`src/rtl/adder_rr_scheduler.sv`:
```
// adder_rr_scheduler
// Round-robin scheduler that time-shares one external 4-bit feedback
// accumulator (result <= rst ? 0 : result + a) among NREQ requesters.
// For each granted transaction it clears the accumulator for one cycle.
// It then feeds the owner's operand for cnt cycles. Finally it reports the
// 8-bit sum with a one-cycle done pulse.
//
// Ports:
//   clk          system clock, rising edge
//   rst          synchronous active-high reset
//   req          per-requester request, held until that requester's done
//   req_op       per-requester 4-bit operand, slice i = [4i+3:4i]
//   req_cnt      per-requester repeat count, slice i = [CNT_W*i +: CNT_W]
//   gnt          one-hot grant, CLEAR through DONE of the owner
//   busy         high whenever the controller is not idle
//   done         one-cycle completion pulse
//   done_id      index of the finishing requester (valid with done)
//   done_result  accumulated result (valid with done, 0 otherwise)
//   add_a        adder operand input
//   add_rst      adder synchronous clear
//   add_result   adder accumulator output
module adder_rr_scheduler #(
  parameter int NREQ  = 4,
  parameter int CNT_W = 4
) (
  input  logic                  clk,
  input  logic                  rst,
  input  logic [NREQ-1:0]       req,
  input  logic [4*NREQ-1:0]     req_op,
  input  logic [CNT_W*NREQ-1:0] req_cnt,
  output logic [NREQ-1:0]       gnt,
  output logic                  busy,
  output logic                  done,
  output logic [2:0]            done_id,
  output logic [7:0]            done_result,
  output logic [3:0]            add_a,
  output logic                  add_rst,
  input  logic [7:0]            add_result
);

  localparam int IDX_W = (NREQ > 1) ? $clog2(NREQ) : 1;

  typedef enum logic [1:0] {
    S_IDLE,
    S_CLEAR,
    S_ACCUM,
    S_DONE
  } state_t;

  state_t           state, state_nxt;
  logic [2:0]       ptr, ptr_nxt;   // last served requester
  logic [2:0]       id, id_nxt;     // current owner
  logic [3:0]       op, op_nxt;     // latched operand
  logic [CNT_W-1:0] rem, rem_nxt;   // remaining accumulate cycles

  // Round-robin pick: first requester set, searching ptr+1, ptr+2, ... mod NREQ.
  logic             pick_valid;
  logic [2:0]       pick_id;
  logic [IDX_W-1:0] cand;
  logic [3:0]       pick_op;
  logic [CNT_W-1:0] pick_cnt;

  // NOTE: every signal assigned in always_comb receives a default first, so
  // no path leaves it unassigned and no latch is inferred.
  always_comb begin
    pick_valid = 1'b0;
    pick_id    = '0;
    cand       = '0;
    for (int k = 1; k <= NREQ; k++) begin
      cand = IDX_W'((int'(ptr) + k) % NREQ);
      if (!pick_valid && req[cand]) begin
        pick_valid = 1'b1;
        pick_id    = 3'(cand);
      end
    end
  end

  // Constant-index mux of the picked requester's operand and count.
  always_comb begin
    pick_op  = '0;
    pick_cnt = '0;
    for (int i = 0; i < NREQ; i++) begin
      if (pick_id == 3'(i)) begin
        pick_op  = req_op[4*i +: 4];
        pick_cnt = req_cnt[CNT_W*i +: CNT_W];
      end
    end
  end

  // Next-state and Moore output decode.
  always_comb begin
    state_nxt   = state;
    ptr_nxt     = ptr;
    id_nxt      = id;
    op_nxt      = op;
    rem_nxt     = rem;
    gnt         = '0;
    busy        = (state != S_IDLE);
    done        = 1'b0;
    done_id     = '0;
    done_result = '0;
    add_a       = '0;

    unique case (state)
      S_IDLE: begin
        if (pick_valid) begin
          id_nxt    = pick_id;
          op_nxt    = pick_op;
          rem_nxt   = pick_cnt;
          state_nxt = S_CLEAR;
        end
      end
      S_CLEAR: begin
        gnt       = NREQ'(1) << id;
        state_nxt = (rem == '0) ? S_DONE : S_ACCUM;
      end
      S_ACCUM: begin
        gnt     = NREQ'(1) << id;
        add_a   = op;
        rem_nxt = rem - CNT_W'(1);
        if (rem == CNT_W'(1)) state_nxt = S_DONE;
      end
      S_DONE: begin
        gnt         = NREQ'(1) << id;
        done        = 1'b1;
        done_id     = id;
        done_result = add_result;
        ptr_nxt     = id;
        state_nxt   = S_IDLE;
      end
      default: state_nxt = S_IDLE;
    endcase
  end

  // The adder clears together with the controller, and again in CLEAR.
  assign add_rst = rst | (state == S_CLEAR);

  // NOTE: state registers use non-blocking assignments so all flops update
  // from the same pre-edge values. The latched id/op/count are reset too,
  // which keeps the outputs free of X after reset.
  always_ff @(posedge clk) begin
    if (rst) begin
      state <= S_IDLE;
      ptr   <= 3'(NREQ - 1);
      id    <= '0;
      op    <= '0;
      rem   <= '0;
    end else begin
      state <= state_nxt;
      ptr   <= ptr_nxt;
      id    <= id_nxt;
      op    <= op_nxt;
      rem   <= rem_nxt;
    end
  end

endmodule

```
`config.mk`:
```
export PLATFORM = sky130hd
export DESIGN_NAME = adder_rr_scheduler
export DESIGN_NICKNAME = d
export VERILOG_FILES = /design/src/rtl/adder_rr_scheduler.sv
export SDC_FILE = /design/constraint.sdc
export NUM_CORES = 1
export LEC_CHECK = 0
export ABC_AREA = 1
export ABC_CLOCK_PERIOD_IN_PS = 4500
export CORE_ASPECT_RATIO = 1.2
export CORE_MARGIN = 5
export CORE_UTILIZATION = 44
export CTS_CLUSTER_DIAMETER = 30
export DETAILED_ROUTE_END_ITERATION = 8
export GPL_TIMING_DRIVEN = 0
export HOLD_SLACK_MARGIN = 0.08
export PLACE_DENSITY = 0.86
export SYNTH_ARGS = -nofsm -noshare
export SYNTH_HDL_FRONTEND = slang
export SYNTH_SLANG_ARGS = --single-unit
```
`constraint.sdc`:
```
create_clock -name clk -period 4.5 [get_ports clk]
set_clock_uncertainty 0.05 [all_clocks]
set_input_delay 1.35 -clock clk [delete_from_list [all_inputs] [get_ports clk]]
set_output_delay 1.35 -clock clk [all_outputs]
set_load 0.03 [all_outputs]
```
==> impl_metrics.json <==
{
  "status": "finished clean",
  "cts_tree": "built",
  "post-route-min-period_ps": 3990,
  "fin_tns_setup_ps": 0,
  "setup_viol": 0,
  "met2_length_um": 2070,
  "top_layer": "met4",
  "rsz0062_at_grt": "no",
  "ir_drop_uv": 365,
  "io-pin-count": 68,
  "synthCells": 236,
  "required_ps": 3100,
  "cts_buffer_depth": 2,
  "fin_nets": 359,
  "syn_nets": 289,
  "slowest_stage": "clkdlybuf4s50_1",
  "async_reset_ff_share_pct": 0,
  "final_layout_size_suffix_gt1_share_pct": 9.84,
  "io_buffers": 65,
  "synth_edf_count": 0,
  "path_clk_slew_ps": 80,
  "grt_max_degree": 11,
  "synth_top_family_by_area": "simple AND/OR/NAND/NOR gates",
  "synthTopCellsByArea": "dfxtp_1, nand2_1, nand3_1",
  "ys_warn_count": 0,
  "critPathMaxFanout": 1,
  "cts_setup_buffers": 0,
  "clk_latency_ps": 290,
  "dr.pass1.iters": 4,
  "dpl.hpwl_um": 3290,
  "clkSinkCount": 14,
  "synthSimpleGateAreaFrac_pct": 47.6,
  "die_height_um": 72.0,
  "final_util_pct": 69.5,
  "wirelength_um": 4060,
  "vias_per_cell": 4.94,
  "wl_per_cell_um": 11.9,
  "wl_met3_um": 266,
  "cts-resized-gates": 0,
  "yosysMostFrequentCell": "nand2_1",
  "synth.area.mux_share_pct": 0,
  "syn_avg_cell_area_um2": 5.98,
  "antenna_cells": 0,
  "ys.flop_type": "dfxtp_1",
  "first_iter_violations": 72,
  "die_w_um": 61.7,
  "synthTopCellsByCount": "nand2_1, inv_1, nand3_1",
  "crit_type": "input port to primary output",
  "start_util_pct": 45.8,
  "whs_ps": 423,
  "grt_pass1_wl_um": 6660,
  "ys_seq_area_share_pct": 19.9,
  "area_delta_synth_final_pct": 51.9,
  "placed_cell_area_um2": 2110,
  "synth-compound-area-share_pct": 12.5,
  "post-route-period-util_pct": 88.7,
  "core_um2": 3080,
  "track_usage_pct": 18.9,
  "crit_chain": "clkdlybuf4s50_1 -> nand2_1 -> inv_1 -> clkdlybuf4s50_1",
  "drv_cap": 0,
  "crit_family": "buffers and inverters",
  "antenna_found_initial": 0,
  "ys_ff_latch": 14,
  "netlist_area_um2": 1410,
  "dp_cells": 337,
  "synthXorXnorAreaFrac_pct": 0,
  "worstSetupStartpointType": "input port",
  "synth_top_area_share_pct": 19.9,
  "dieArea_um2": 4440,
  "cts_buffers": 3,
  "critPathMostFrequentCell": "clkdlybuf4s50_1",
  "worst-path-buf-inv": 3,
  "slew_viol_final": 0,
  "yosysUniqueCellTypes": 28,
  "met1Wirelength_um": 1710,
  "gp_congestion": 0.793,
  "synth_fa_ha_area_share_pct": 6.21,
  "overflow": 0,
  "end_kind": "primary output",
  "drcViolationCount": 0,
  "cts_hold_buf": 0,
  "ant_nets": 0,
  "slowest_delay_ps": 660,
  "cts_max_level": 1,
  "root_buffer": "clkbuf_4",
  "finalNonFillerCells": 341,
  "grt_pass1_vias": 1605,
  "row_count": 22,
  "nFillCells": 287,
  "cp.arrival_ps": 2590,
  "vias": 1683,
  "hold_viol": 0,
  "p_leak_nw": 1.06,
  "powerDensity_nw_per_um2": 527,
  "max_freq_ghz": 0.251,
  "fin_area_um2": 2140,
  "hold_path_class": "flip-flop to flip-flop",
  "synth_area_leader_cell": "dfxtp_1"
}
## final timing paths
check,startpoint,to,slack (ps),depth (start not counted)
worst max register to register,ptr[0],rem[1],2410,15
worst min-delay path,op[0],op[0],420,2
worst max-delay path,add_result[7],done_result[7],510,4
worst min register to register,op[0],op[0],420,2
## power by group
part | switching [mW] | internal (mW)
clock network | 0.0433 | 0.0493
logic | 0.511 | 0.304
registers | 0.0462 | 0.175
## state kept, by name, indices dropped and copies added (netlist names)
| name | flops |
|---|---|
| rem | 4 |
| ptr | 2 |
| op | 4 |
| id | 2 |
| state | 2 |
## area by class of cell
| type | count | area [µm²] | area share, % |
|---|---|---|---|
| Buffer | 7 | 48.8 | 2.28 |
| Tap cell | 36 | 45.0 | 2.10 |
| Timing Repair Buffer | 65 | 651 | 30.4 |
| Inverter | 38 | 143 | 6.65 |
| Clock buffer | 4 | 36.3 | 1.69 |
| Sequential cell | 14 | 280 | 13.1 |
| Multi-Input combinational cell | 177 | 940 | 43.8 |
## layer usage
metal  vias to the layer above  GRT usage, %
met5                         -             0
met4                         0          3.30
met3                         2          4.63
met2                        46          33.5
met1                       735          22.8
li1                        900             -
## cell usage in the layout (no fill, tap or decap), drive strengths merged, types with 4 or more instances in the layout
master / n
clkbuf: 7
inv: 38
buf: 4
nor3: 5
ha: 7
a21oi: 16
nand2: 80
dfxtp: 14
nor2: 10
o21ai: 11
nand3: 31
nand4: 11
clkdlybuf4s50: 65
## logic make-up (layout without fill, tap and decap cells)
family	Yosys count	in the layout
other	1	1
AO/OA/AOI/OAI	30	30
buffers and inverters	45	114
flip-flops	14	14
AND/OR/NAND/NOR	139	139
adder cells (fa/ha/maj)	7	7
## worst reg2reg max path, stage by stage, from the launching register on
cell and delay [ps]:
dfxtp_1 350, buf_4 180, nand2_1 80, nand2_1 140, nand2_1 90, nand2_1 110
nor2_4 60, nand3_2 90, nand3_1 100, nor2_2 250, o21ai_1 110, nand2_1 90
nand2_1 50, nand2_1 60, nand2_1 60, a21oi_1 140
## metrics by stage
stage	power (mW)	setup slack, ps
3_5_place_dp	1.03	502
5_1_grt	1.24	444
6_report	1.13	509
2_1_floorplan	0.801	1240
3_3_place_gp	1.02	516
4_1_cts	1.13	502
Power figures use the tool's default switching activity.
